## src/rtl/msrv32_timer_pkg.sv

```systemverilog
// Shared definitions for the msrv32 machine timer: register offsets,
// reset values and the byte-masked store merge used by every register.
package msrv32_timer_pkg;

  // Byte offsets within the 32-byte register window
  localparam logic [4:0] OFF_MTIME_LO    = 5'h00;
  localparam logic [4:0] OFF_MTIME_HI    = 5'h04;
  localparam logic [4:0] OFF_MTIMECMP_LO = 5'h08;
  localparam logic [4:0] OFF_MTIMECMP_HI = 5'h0C;
  localparam logic [4:0] OFF_CTRL        = 5'h10;

  // mtimecmp resets to all-ones so no interrupt fires before software arms it
  localparam logic [63:0] MTIMECMP_RST = 64'hFFFF_FFFF_FFFF_FFFF;
  // Timer counts out of reset (enable=1, div=0)
  localparam logic [31:0] CTRL_RST     = 32'h0000_0001;

  // Expand a 4-bit byte mask into a 32-bit bit mask
  function automatic logic [31:0] mask_bits(input logic [3:0] mask);
    logic [31:0] bits;
    for (int i = 0; i < 4; i++) begin
      bits[8*i +: 8] = {8{mask[i]}};
    end
    return bits;
  endfunction

  // Replace only the enabled bytes of a word with store data
  function automatic logic [31:0] merge_bytes(input logic [31:0] old_word,
                                              input logic [31:0] wdata,
                                              input logic [3:0]  mask);
    logic [31:0] bits;
    bits = mask_bits(mask);
    return (old_word & ~bits) | (wdata & bits);
  endfunction

endpackage

```

## src/rtl/msrv32_timer_prescaler.sv

```systemverilog
// Prescaler for the machine timer: emits one tick every div+1 enabled cycles.
module msrv32_timer_prescaler
#(
  parameter int PRESCALE_W = 8
) (
  input  logic                  clk_in,
  input  logic                  rst_in,
  input  logic                  enable,
  input  logic [PRESCALE_W-1:0] div,
  input  logic                  clear,
  output logic                  tick
);

  logic [PRESCALE_W-1:0] count_reg;

  // Tick in the cycle the counter matches the divide value
  assign tick = enable && (count_reg == div);

  // Count while enabled, wrap on tick, restart whenever div is rewritten
  always_ff @(posedge clk_in) begin
    if (rst_in) begin
      count_reg <= '0;
    end else if (clear) begin
      count_reg <= '0;
    end else if (enable) begin
      count_reg <= tick ? '0 : count_reg + 1'b1;
    end
  end

endmodule

```

## src/rtl/msrv32_timer.sv

```systemverilog
// Memory-mapped machine timer: 64-bit mtime/mtimecmp, prescaled counting,
// byte-masked stores, 1-cycle registered reads and a registered interrupt.
module msrv32_timer
  import msrv32_timer_pkg::*;
#(
  parameter logic [31:0] BASE_ADDR  = 32'h0200_0000,
  parameter int          PRESCALE_W = 8
) (
  input  logic        clk_in,
  input  logic        rst_in,
  input  logic [31:0] dmaddr_in,
  input  logic [31:0] dmdata_in,
  input  logic        dmwr_req_in,
  input  logic [3:0]  dmwr_mask_in,
  output logic [31:0] rdata_out,
  output logic        sel_out,
  output logic [63:0] real_time_out,
  output logic        tirq_out
);

  // Bits of the ctrl word that actually hold state
  localparam logic [31:0] DIV_FIELD   = ((32'd1 << PRESCALE_W) - 32'd1) << 8;
  localparam logic [31:0] CTRL_FIELDS = DIV_FIELD | 32'd1;

  logic                  hit;
  logic                  wr_en;
  logic [4:0]            word_off;
  logic [31:0]           wmask_bits;
  logic [63:0]           mtime_reg, mtime_next;
  logic [63:0]           mtimecmp_reg, mtimecmp_next;
  logic                  enable_reg, enable_next;
  logic [PRESCALE_W-1:0] div_reg, div_next;
  logic                  div_clear;
  logic                  tick;
  logic [31:0]           ctrl_word, ctrl_merged, rd_mux;
  logic [31:0]           rdata_reg;
  logic                  sel_reg, tirq_reg;
  logic                  unused_bits;

  assign hit        = (dmaddr_in[31:5] == BASE_ADDR[31:5]);
  assign word_off   = {dmaddr_in[4:2], 2'b00};
  assign wr_en      = hit && dmwr_req_in;
  assign wmask_bits = mask_bits(dmwr_mask_in);

  // Low address bits and non-field ctrl bits carry no state
  assign unused_bits = ^{dmaddr_in[1:0], ctrl_merged & ~CTRL_FIELDS};

  msrv32_timer_prescaler #(
    .PRESCALE_W (PRESCALE_W)
  ) u_prescaler (
    .clk_in  (clk_in),
    .rst_in  (rst_in),
    .enable  (enable_reg),
    .div     (div_reg),
    .clear   (div_clear),
    .tick    (tick)
  );

  // Assemble the ctrl word as software sees it
  always_comb begin
    ctrl_word                   = '0;
    ctrl_word[0]                = enable_reg;
    ctrl_word[8 +: PRESCALE_W]  = div_reg;
  end

  assign ctrl_merged = merge_bytes(ctrl_word, dmdata_in, dmwr_mask_in);

  // Next register state: a store to either mtime word overrides that cycle's tick
  always_comb begin
    mtime_next    = tick ? mtime_reg + 64'd1 : mtime_reg;
    mtimecmp_next = mtimecmp_reg;
    enable_next   = enable_reg;
    div_next      = div_reg;
    div_clear     = 1'b0;
    if (wr_en) begin
      case (word_off)
        OFF_MTIME_LO:
          mtime_next = {mtime_reg[63:32],
                        merge_bytes(mtime_reg[31:0], dmdata_in, dmwr_mask_in)};
        OFF_MTIME_HI:
          mtime_next = {merge_bytes(mtime_reg[63:32], dmdata_in, dmwr_mask_in),
                        mtime_reg[31:0]};
        OFF_MTIMECMP_LO:
          mtimecmp_next = {mtimecmp_reg[63:32],
                           merge_bytes(mtimecmp_reg[31:0], dmdata_in, dmwr_mask_in)};
        OFF_MTIMECMP_HI:
          mtimecmp_next = {merge_bytes(mtimecmp_reg[63:32], dmdata_in, dmwr_mask_in),
                           mtimecmp_reg[31:0]};
        OFF_CTRL: begin
          enable_next = ctrl_merged[0];
          div_next    = ctrl_merged[8 +: PRESCALE_W];
          div_clear   = |(wmask_bits & DIV_FIELD);
        end
        default: ;
      endcase
    end
  end

  // Read mux over current (pre-write) register values; reserved words read 0
  always_comb begin
    case (word_off)
      OFF_MTIME_LO:    rd_mux = mtime_reg[31:0];
      OFF_MTIME_HI:    rd_mux = mtime_reg[63:32];
      OFF_MTIMECMP_LO: rd_mux = mtimecmp_reg[31:0];
      OFF_MTIMECMP_HI: rd_mux = mtimecmp_reg[63:32];
      OFF_CTRL:        rd_mux = ctrl_word;
      default:         rd_mux = '0;
    endcase
  end

  // Register update, registered read port and registered interrupt compare
  always_ff @(posedge clk_in) begin
    if (rst_in) begin
      mtime_reg    <= '0;
      mtimecmp_reg <= MTIMECMP_RST;
      enable_reg   <= CTRL_RST[0];
      div_reg      <= CTRL_RST[8 +: PRESCALE_W];
      rdata_reg    <= '0;
      sel_reg      <= 1'b0;
      tirq_reg     <= 1'b0;
    end else begin
      mtime_reg    <= mtime_next;
      mtimecmp_reg <= mtimecmp_next;
      enable_reg   <= enable_next;
      div_reg      <= div_next;
      rdata_reg    <= hit ? rd_mux : '0;
      sel_reg      <= hit;
      tirq_reg     <= (mtime_reg >= mtimecmp_reg);
    end
  end

  assign rdata_out     = rdata_reg;
  assign sel_out       = sel_reg;
  assign real_time_out = mtime_reg;
  assign tirq_out      = tirq_reg;

endmodule

```

## config.mk

```make
export PLATFORM = sky130hd
export DESIGN_NAME = msrv32_timer
export DESIGN_NICKNAME = d
export VERILOG_FILES = /design/src/rtl/msrv32_timer_pkg.sv /design/src/rtl/msrv32_timer_prescaler.sv /design/src/rtl/msrv32_timer.sv
export SDC_FILE = /design/constraint.sdc
export NUM_CORES = 1
export LEC_CHECK = 0
export BUFFER_PORTS_ARGS = -buffer_cell sky130_fd_sc_hd__buf_4
export CORE_MARGIN = 5
export CORE_UTILIZATION = 32
export CTS_BUF_LIST = sky130_fd_sc_hd__clkbuf_2
export CTS_CLUSTER_SIZE = 12
export DETAILED_ROUTE_END_ITERATION = 16
export GPL_ROUTABILITY_DRIVEN = 0
export SYNTH_ARGS = -nofsm -noshare
export SYNTH_HDL_FRONTEND = slang
export SYNTH_HIERARCHICAL = 1
export SYNTH_SLANG_ARGS = --single-unit
```

## constraint.sdc

```tcl
create_clock -name clk_in -period 9.3 [get_ports clk_in]
set_input_delay 1.395 -clock clk_in [delete_from_list [all_inputs] [get_ports clk_in]]
set_output_delay 1.395 -clock clk_in [all_outputs]
set_load 0.05 [all_outputs]
```

==> impl_metrics.toml <==
[global_route]
top_usage_layer = "met2"
grtUsageMet3_pct = 4.38
grt_max_degree = 95
grt-ovfl-total = 0
antenna_found_initial = 2
grt_pass1_wl_um = 64000
track_usage_pct = 21.1
grtUsageMet1_pct = 29.6
first_global_vias = 10900
grt_use_met2_pct = 33.2

[clock_network]
cts_htree_levels = 4
cts_buffer_depth = 2
clk_latency_ns = 0.84
tritoncts_num_sinks = 179
ctsHoldBuffers = 0
cts_resized = 0
cts_setup_buffers = 0
path_clk_slew_ns = 0.30
cts_tree = "yes"
root_buffer = "clkbuf_2"
numCtsBuffers = 17

[pwr]
ir_worst_vdd_v = 0.0000773
finalPower_w = 0.00136
powerDensity_nw_per_um2 = 107
cellLeakagePower_nw = 5.58

[run_status]
outcome = "completed"

[placement]
port-buffer-count = 166
dp.cells = 1899
placed_area_um2 = 12500
dp_hpwl_um = 29600

[synthesis]
ys_types = 77
syn_inst = 1356
synthArstFlopShare_pct = 0
yosysWarningCount = 6
ys.flop_type = "dfxtp_1"
syn-cell-area_um2 = 10900
synth_area_per_cell_um2 = 8.03
synth_seq_cells = 179
ys_seq_area_share_pct = 32.9
synth_edf_count = 0
postSynthNetCount = 1493

[timing]
skew_ns = 0.0642
tns_ns = 0
fin_crit_ns = 4.21
fmax_mhz = 237
max-slew-margin-rel_pct = 23.6
post-route-period-util_pct = 45.3
maxSlewViolCount = 0
setup_viol = 0
grt_setup_unrepaired = "no"
tightestPinTransition_ns = 1.15
hold_viol_final = 0

[detailed_routing]
first_pass_iters = 5
num_vias = 11200
drc = 0
wl_per_cell_um = 21.4
viasPerCell = 5.79
drt_first_iter_violations = 932
wirelength_um = 41300
ant_nets = 0

[layout]
num-fill-cells = 3506
fin_cells = 1933
fin_util_pct = 38.1
multi_input_area_um2 = 6660
drive_gt1_share_pct = 16.7
nets = 1607
syn_to_final_growth_pct = 17.3
stdcell_area_um2 = 12800
regArea_um2 = 3580

[min_path]
min_to = "mtimecmp_reg[9]$_SDFFE_PP1P_"
whs_path_depth = 2
hold_start = "mtimecmp_reg[9]$_SDFFE_PP1P_"
hold_path.class = "reg2reg"

[critical_path]
worst_setup_path_start_kind = "flop"
critical_path_required_ns = 10.05
worstReg2RegEnd = "real_time_out[54]$_SDFFE_PP0P_"
critical_path_arrival_ns = 4.96
endpoint_kind = "flop"
crit_type = "reg2reg"
crit_fanout = 10
crit_start = "u_prescaler/count_reg[0]$_SDFFE_PP0P_"
r2r_start = "u_prescaler/count_reg[0]$_SDFFE_PP0P_"
rr_worst_depth = 9
r2r_setup_slack_ns = 5.09

[die]
die_w_um = 194
start_util_pct = 32.5
placementRows = 67
dieHeight_um = 194
die-area_um2 = 37800
num_io_pins = 169
core_area_um2 = 33500

[job]
cap_violations = 0
[stage by stage]
| stage | hold slack [ns] | worst slack (ns) |
|---|---|---|
| after floorplan | 0.445 | 5.85 |
| after global placement | 0.458 | 5.18 |
| after detailed placement | 0.467 | 5.15 |
| after CTS | 0.517 | 5.15 |
| after global routing | 0.545 | 4.84 |
| final | 0.515 | 5.09 |
[routing by layer]
metal | vias up | routed length, µm
met5 | - | 0
met3 | 59 | 2930
met2 | 453 | 18600
met4 | 0 | 818
li1 | 5305 | -
met1 | 5373 | 18900
[worst max path at each step]
| stage | end | depth (start not counted) |
|---|---|---|
| 5_1_grt | real_time_out[54]$_SDFFE_PP0P_ | 9 |
| 3_3_place_gp | u_prescaler/count_reg[7]$_SDFFE_PP0P_ | 10 |
| 3_5_place_dp | u_prescaler/count_reg[0]$_SDFFE_PP0P_ | 10 |
| 4_1_cts | real_time_out[54]$_SDFFE_PP0P_ | 9 |
| 6_report | real_time_out[54]$_SDFFE_PP0P_ | 9 |
| 2_1_floorplan | real_time_out[26]$_SDFFE_PP0P_ | 7 |
[worst max-delay path, cell delays in order, from the launching register on]
cell     delay (ns)
dfxtp_1        0.50
xnor2_1        0.16
nand4_2        0.18
nor3_1         0.88
nand4_1        0.41
or2_2          0.47
nor4_4         0.67
nand3_2        0.23
or4_1          0.50
a31oi_1        0.16
[synthesized netlist by cell type (5+ instances only)]
master,n,area (µm²)
nand3_1,53,265
ha_1,66,826
nor4_1,20,125
and4_1,6,52.6
nor2_1,73,274
a21o_1,7,52.6
o221ai_1,6,52.6
xnor2_1,13,114
a21oi_1,102,510
inv_1,85,319
a22oi_1,75,563
nand3b_1,9,67.6
o211ai_1,50,375
and3_1,17,106
dfxtp_1,179,3580
or4_1,8,60.1
o22a_1,8,70.1
a31oi_1,23,144
a2111oi_0,7,61.3
a211oi_1,18,135
buf_1,5,18.8
buf_2,5,25.0
o21ai_0,67,335
clkbuf_1,73,274
o31a_1,6,52.6
nor2b_1,6,37.5
nand4_1,42,263
nor3_1,40,200
and2_1,9,56.3
o21a_1,7,52.6
nand2_1,131,492
nand2b_1,5,31.3
or3_1,22,138
mux2i_1,41,410
[report_power, final]
| part | internal (W) | switching (W) |
|---|---|---|
| registers | 0.000772 | 0.00000305 |
| clock network | 0.000158 | 0.000318 |
| logic | 0.0000413 | 0.0000680 |
[logic make-up after synthesis]
logic type | count (synthesis) | synth area share (%)
flops | 179 | 32.9
fa+ha+maj | 66 | 7.59
buf+inv | 172 | 6.19
xor+xnor | 17 | 1.37
compound gates | 413 | 25.2
mux | 44 | 4.08
simple gates | 465 | 22.7
[cell usage in the layout, fill, tap and decap left out, drive strengths merged, types with 5 or more instances in the layout]
cell / n
o21a: 7
nor2b: 6
o21ai: 68
mux2i: 41
o31a: 6
xnor2: 13
a211oi: 18
buf: 182
and4: 6
nor3: 40
clkbuf: 19
a22oi: 75
or3: 23
a31oi: 23
inv: 89
nor4: 24
and3: 17
o221ai: 6
nand3b: 9
o31ai: 5
o311ai: 5
nand2b: 5
nand3: 55
a2111oi: 7
ha: 66
nand4: 45
a21o: 8
o22a: 8
nand2: 131
and2: 10
dfxtp: 179
a21oi: 102
nor2: 73
o211ai: 50
or4: 10
[area by class of cell]
class                           instances  share of cell area, %
Clock buffer                           19                  0.745
Inverter                               85                   2.50
Timing Repair Buffer                  182                   10.7
Antenna cell                            2                 0.0392
Tap cell                              448                   4.39
Sequential cell                       179                   28.1
Clock inverter                         13                   1.37
Multi-Input combinational cell       1005                   52.2
Note: power is estimated with default switching activity, not from simulation.
